### config.mk
export PLATFORM = sky130hd
export DESIGN_NAME = mem_arb
export DESIGN_NICKNAME = d
export VERILOG_FILES = /design/src/rtl/mem_arb_pkg.sv /design/src/rtl/mem_arb_pick.sv /design/src/rtl/mem_arb.sv
export SDC_FILE = /design/constraint.sdc
export NUM_CORES = 1
export LEC_CHECK = 0
export CORE_UTILIZATION = 25
export DETAILED_ROUTE_END_ITERATION = 10
export SYNTH_ARGS = -nofsm -noshare
export SYNTH_HDL_FRONTEND = slang
export SYNTH_SLANG_ARGS = --single-unit
### constraint.sdc
create_clock -name clk -period 1.7 [get_ports clk]
set_clock_uncertainty 0.2 [all_clocks]
set_input_delay 0.425 -clock clk [delete_from_list [all_inputs] [get_ports clk]]
set_output_delay 0.425 -clock clk [all_outputs]
set_load 0.01 [all_outputs]
### src/rtl/mem_arb_pkg.sv
// Shared types and constants for the unified-memory arbiter (mem_arb).
package mem_arb_pkg;

    typedef enum logic [1:0] {
        IDLE    = 2'd0,
        BUSY_IF = 2'd1,
        BUSY_DM = 2'd2,
        RESP    = 2'd3
    } mem_arb_state_t;

    localparam logic OWN_IF = 1'b0;
    localparam logic OWN_DM = 1'b1;

    localparam int TIMEOUT_DEF = 15;

endpackage

### src/rtl/mem_arb_pick.sv
// Combinational grant selector for mem_arb.
// MEM_ARB_RR_EN: on a conflict, grant the port not granted last instead of data-first.
module mem_arb_pick
    import mem_arb_pkg::*;
(
`ifdef MEM_ARB_RR_EN
    input  logic rr_ptr,
`endif
    input  logic if_req,
    input  logic if_flush,
    input  logic dm_req,
    output logic grant_vld,
    output logic grant_own
);

    logic if_ok;

    always_comb begin
        if_ok     = if_req & ~if_flush;
        grant_vld = if_ok | dm_req;
`ifdef MEM_ARB_RR_EN
        // rr_ptr holds the owner of the most recent grant
        if (if_ok && dm_req) begin
            grant_own = (rr_ptr == OWN_IF) ? OWN_DM : OWN_IF;
        end else begin
            grant_own = dm_req ? OWN_DM : OWN_IF;
        end
`else
        grant_own = dm_req ? OWN_DM : OWN_IF;
`endif
    end

endmodule

### src/rtl/mem_arb.sv
// Two-port (fetch/data) arbiter and sequencer for a single unified memory.
// MEM_ARB_RR_EN selects round-robin conflict resolution; default is data-over-fetch priority.
module mem_arb
    import mem_arb_pkg::*;
#(
    parameter int ADDR_W  = 16,
    parameter int DATA_W  = 16,
    parameter int TIMEOUT = TIMEOUT_DEF
) (
    input  logic                clk,
    input  logic                rst,
    input  logic                if_req,
    input  logic [ADDR_W-1:0]   if_addr,
    input  logic                if_flush,
    output logic [DATA_W-1:0]   if_rdata,
    output logic                if_done,
    output logic                if_stall,
    input  logic                dm_req,
    input  logic                dm_wr,
    input  logic [ADDR_W-1:0]   dm_addr,
    input  logic [DATA_W-1:0]   dm_wdata,
    output logic [DATA_W-1:0]   dm_rdata,
    output logic                dm_done,
    output logic                dm_stall,
    output logic                mem_en,
    output logic                mem_wr,
    output logic [ADDR_W-1:0]   mem_addr,
    output logic [DATA_W-1:0]   mem_wdata,
    input  logic [DATA_W-1:0]   mem_rdata,
    input  logic                mem_done,
    output logic                err,
    output mem_arb_state_t      dbg_state
);

    localparam int              CNT_W    = $clog2(TIMEOUT + 1);
    localparam logic [CNT_W-1:0] CNT_LAST = CNT_W'(TIMEOUT - 1);
    localparam logic [CNT_W-1:0] CNT_MAX  = CNT_W'(TIMEOUT);

    mem_arb_state_t    state, state_nxt;
    logic [CNT_W-1:0]  cnt;
    logic              own_q, wr_q, err_q, flush_pend;
    logic [ADDR_W-1:0] addr_q;
    logic [DATA_W-1:0] wdata_q, if_rdata_q, dm_rdata_q;
    logic              grant_vld, grant_own, busy, timeout_hit;

`ifdef MEM_ARB_RR_EN
    logic rr_ptr;
`endif

    mem_arb_pick u_pick (
`ifdef MEM_ARB_RR_EN
        .rr_ptr    (rr_ptr),
`endif
        .if_req    (if_req),
        .if_flush  (if_flush),
        .dm_req    (dm_req),
        .grant_vld (grant_vld),
        .grant_own (grant_own)
    );

    always_comb begin
        state_nxt   = state;
        busy        = (state == BUSY_IF) || (state == BUSY_DM);
        // mem_done in the final allowed cycle still counts as a normal completion
        timeout_hit = busy && !mem_done && (cnt == CNT_LAST);
        case (state)
            IDLE: begin
                if (grant_vld) state_nxt = (grant_own == OWN_DM) ? BUSY_DM : BUSY_IF;
            end
            BUSY_IF, BUSY_DM: begin
                if (mem_done || timeout_hit) state_nxt = RESP;
            end
            RESP:    state_nxt = IDLE;
            default: state_nxt = IDLE;
        endcase
    end

    always_ff @(posedge clk or negedge rst) begin
        if (!rst) begin
            state      <= IDLE;
            cnt        <= '0;
            own_q      <= OWN_IF;
            wr_q       <= 1'b0;
            err_q      <= 1'b0;
            flush_pend <= 1'b0;
            addr_q     <= '0;
            wdata_q    <= '0;
            if_rdata_q <= '0;
            dm_rdata_q <= '0;
        end else begin
            state <= state_nxt;
            case (state)
                IDLE: begin
                    cnt        <= '0;
                    err_q      <= 1'b0;
                    flush_pend <= 1'b0;
                    if (grant_vld) begin
                        own_q <= grant_own;
                        if (grant_own == OWN_DM) begin
                            wr_q    <= dm_wr;
                            addr_q  <= dm_addr;
                            wdata_q <= dm_wdata;
                        end else begin
                            wr_q    <= 1'b0;
                            addr_q  <= if_addr;
                            wdata_q <= '0;
                        end
                    end
                end
                BUSY_IF, BUSY_DM: begin
                    if (cnt != CNT_MAX) cnt <= cnt + CNT_W'(1);
                    if (state == BUSY_IF && if_flush) flush_pend <= 1'b1;
                    if (mem_done || timeout_hit) begin
                        err_q <= !mem_done;
                        // a redirected fetch must leave the previous instruction visible
                        if (state == BUSY_IF) begin
                            if (!flush_pend && !if_flush) if_rdata_q <= mem_done ? mem_rdata : '0;
                        end else if (!wr_q) begin
                            dm_rdata_q <= mem_done ? mem_rdata : '0;
                        end
                    end
                end
                default: ;
            endcase
        end
    end

`ifdef MEM_ARB_RR_EN
    always_ff @(posedge clk or negedge rst) begin
        if (!rst) begin
            rr_ptr <= OWN_IF;
        end else if (state == IDLE && grant_vld) begin
            rr_ptr <= grant_own;
        end
    end
`endif

    assign if_done   = (state == RESP) && (own_q == OWN_IF) && !flush_pend && !if_flush;
    assign dm_done   = (state == RESP) && (own_q == OWN_DM);
    assign err       = err_q && (if_done || dm_done);
    // stalls are forced low while reset is held
    assign if_stall  = rst & if_req & ~if_done;
    assign dm_stall  = rst & dm_req & ~dm_done;
    assign mem_en    = busy;
    assign mem_wr    = busy & wr_q;
    assign mem_addr  = addr_q;
    assign mem_wdata = wdata_q;
    assign if_rdata  = if_rdata_q;
    assign dm_rdata  = dm_rdata_q;
    assign dbg_state = state;

endmodule

==> flow_metrics.tcl, run 1 <==
set metrics [dict create \
    start_kind "flop" \
    nFillCells 1175 \
    firstDrtPassIters 4 \
    antenna_left 0 \
    antenna_found_initial 0 \
    fin_nets 501 \
    wire_per_inst_um 16.5 \
    cp_max_fo 3 \
    met1Wirelength_mm 4.22 \
    area_growth_pct 73.7 \
    cts_tree "yes" \
    violations "negative setup slack" \
    die-area_mm2 0.0137 \
    synth.area.top_cells "dfrtp_1 (56%), a22o_1 (12%), mux2_2 (7.5%)" \
    io_buffers 143 \
    initial_core_util_pct 26.0 \
    final_util_pct 45.1 \
    fmax_mhz 512 \
    syn_area_mm2 0.00332 \
    tightest_slew_ns 0.855 \
    cp.required_ns 1.07 \
    drt_iter0_markers 130 \
    diodes 0 \
    grt_overflow_total 0 \
    drcViolationCount 0 \
    cp_data_arrival_time_ns 1.33 \
    htree_levels 3 \
    die_w_um 117 \
    status "finished, violations left" \
    reg2reg_depth 7 \
    routed.top_layer "met4" \
    max_stage_delay_ns 0.44 \
    yosysTopAreaCellShare_pct 55.8 \
    setup_viol 46 \
    viasPerCell 4.58 \
    hold_violations 0 \
    place.gp.congestion 0.748 \
    cts_buffer_depth 2 \
    grt_max_degree 68 \
    synth-main-ff-cell "dfrtp_1" \
    synth_edf_count 0 \
    fp-row-count 41 \
    pin_count 144 \
    rsz0062_at_grt "yes" \
    critPathKind "reg2out" \
    fin_crit_ns 1.95 \
    synth_seq_cells 74 \
    r2r_end "dm_rdata[1]" \
    dr_wl_met3_um 803 \
    clkTransAtPathRegs_ns 0.06 \
    cts_root_buf "clkbuf_16" \
    ys_types 45 \
    ys_warn_count 0 \
    power.density_mw_per_mm2 1830 \
    maxCapViolCount 0 \
    clk_latency_ns 0.33 \
    routed-wl-met2_mm 4.72 \
    avgSynthCellArea_um2 14.0 \
    seq_area_frac_synth_pct 55.8 \
    num_vias 2755 \
    path_cells "ha_4, buf_4, o211a_1, buf_6" \
    power.total_mw 10.6 \
    rr_startpoint "dbg_state[0]" \
    grt_pass1_vias 2914 \
    slew_violations 0 \
    path_buf_inv 2 \
    relSlewSlack_pct 43.0 \
    rrSetupSlack_ns -0.18 \
    dp_hpwl_mm 6.45 \
    worst_hold_slack_ns 0.159 \
    ir_drop_mv 0.784 \
    syn_inst 237 \
    hp-class "in2async" \
    cts_sinks 74 \
    syn_nets 313 \
    numCtsBuffers 9 \
    synthArstFlopShare_pct 100 \
    grt_use_total_pct 14.7 \
    grt_first_pass_wirelength_mm 15.1 \
    synth_top_area_cell "dfrtp_1" \
    end_kind "output pin" \
    wirelength_mm 9.90 \
    core_mm2 0.0128 \
    worst_slack_ns -0.254 \
    crit_slowest_cell "dfrtp_2" \
    crit_family "flip-flops" \
    period_share_pct 115 \
    die_h_um 117 \
    p_leak_nw 2.77 \
    drive_gt1_share_pct 33.6 \
]
==> cells in the final DEF, fill, tap and decap left out, types with 3 or more instances in the layout <==
cell / Yosys / layout
clkbuf_16: 0 / 10
a22o_1: 45 / 45
buf_12: 0 / 4
a22o_4: 0 / 3
ha_4: 0 / 3
a22o_2: 6 / 3
and2_4: 1 / 3
mux2_4: 10 / 10
dlygate4sd2_1: 0 / 65
nand3_1: 3 / 3
inv_1: 5 / 3
clkdlybuf4s50_1: 0 / 66
clkinv_2: 0 / 4
dfrtp_1: 74 / 72
nor2_1: 6 / 4
buf_4: 3 / 26
buf_8: 1 / 3
buf_6: 8 / 19
nand2_1: 3 / 3
buf_2: 5 / 4
mux2_2: 22 / 22
buf_16: 0 / 3
==> per-layer routing <==
layer  GRT usage [%]  vias to the layer above
met5               0                        -
li1                -                     1271
met4            5.82                        0
met3            5.20                       14
met2            24.6                      121
met1            17.2                     1349
==> sequential cells by signal (all words and copies together), names as in the netlist <==
signal	count
dbg_state	2
mem_wdata	16
own_q	1
err_q	1
if_rdata	16
dm_rdata	16
flush_pend	1
cnt	4
mem_addr	16
wr_q	1
==> per-stage QoR <==
stage	instances	TNS, ns	setup slack [ns]	instance area, µm²
finish	601	-7.47	-0.254	5760
global route	601	-10.88	-0.299	5760
CTS	596	-7.96	-0.273	5640
detailed placement	567	-29.25	-0.749	5120
global placement	567	-28.50	-0.738	5120
floorplan	237	-1.84	-0.100	3380
==> timing repair <==
action                     CTS  global route
hold buffers                 1             0
gates resized for setup    146            21
setup endpoints to repair  141            68
hold endpoints to repair     7             0
buffers inserted             8             4
gates cloned                 5             1
pin swaps                    7            11
==> worst register-to-register path: stages (launching register included) <==
cell,delay [ns]
dfrtp_2,0.41
inv_2,0.07
ha_4,0.29
buf_8,0.10
nor3b_4,0.23
nand2_4,0.11
buf_12,0.16
a22o_2,0.21
==> area by class of cell <==
type | count | area, µm² | area share (%)
Timing Repair Buffer | 194 | 1920 | 33.4
Sequential cell | 74 | 1850 | 32.2
Multi-Input combinational cell | 141 | 1460 | 25.4
Clock buffer | 9 | 225 | 3.91
Tap cell | 172 | 215 | 3.74
Clock inverter | 6 | 58.8 | 1.02
Inverter | 5 | 18.8 | 0.326
==> worst max-delay path by stage <==
stage / start / endpoint / slack (ns) / cells after the start
global placement: if_flush / err / -0.74 / 4
detailed placement: if_flush / err / -0.75 / 4
global route: dbg_state[1] / mem_wr / -0.30 / 4
floorplan: dbg_state[1] / mem_wr / -0.10 / 5
finish: dbg_state[0] / err / -0.25 / 4
CTS: dbg_state[1] / err / -0.27 / 4
==> logic make-up after synthesis <==
| group | count (synthesis) | synth area share (%) |
|---|---|---|
| xor gates and xnor gates | 1 | 0.264 |
| adders and majority gates | 5 | 1.89 |
| muxes | 33 | 12.3 |
| buffers and inverters | 23 | 5.40 |
| and+or+nand+nor | 33 | 6.49 |
| DFF | 74 | 55.8 |
| AOI/OAI and AO/OA | 68 | 17.8 |
==> synth_stat cells, types with 3 or more instances <==
library cell and number:
dfrtp_1 74, nand2_1 3, mux2_2 22, and3_1 3
nand3_1 3, ha_1 5, a21oi_1 3, a22o_1 45
mux2_4 10, and2_1 3, buf_4 3, buf_6 8
nor2_1 6, buf_2 5, a22o_2 6, inv_1 5
==> power by group <==
| group | total, mW | internal [mW] | leakage, nW | switching, mW |
|---|---|---|---|---|
| Sequential | 3.09 | 2.59 | 0.922 | 0.498 |
| Combinational | 5.65 | 3.29 | 1.70 | 2.36 |
| Clock | 1.82 | 1.12 | 0.145 | 0.706 |
| Total | 10.6 | 7.00 | 2.77 | 3.57 |
Note: power is estimated with default switching activity, not from simulation.
==> run 2: changes to the inputs <==
--- a/config.mk
+++ b/config.mk
@@ -10,3 +10,4 @@
 export SYNTH_ARGS = -nofsm -noshare
 export SYNTH_HDL_FRONTEND = slang
 export SYNTH_SLANG_ARGS = --single-unit
+export TNS_END_PERCENT = 100
==> results of run 2 <==
No change in the layout: final DEF, timing and power equal those of run 1.
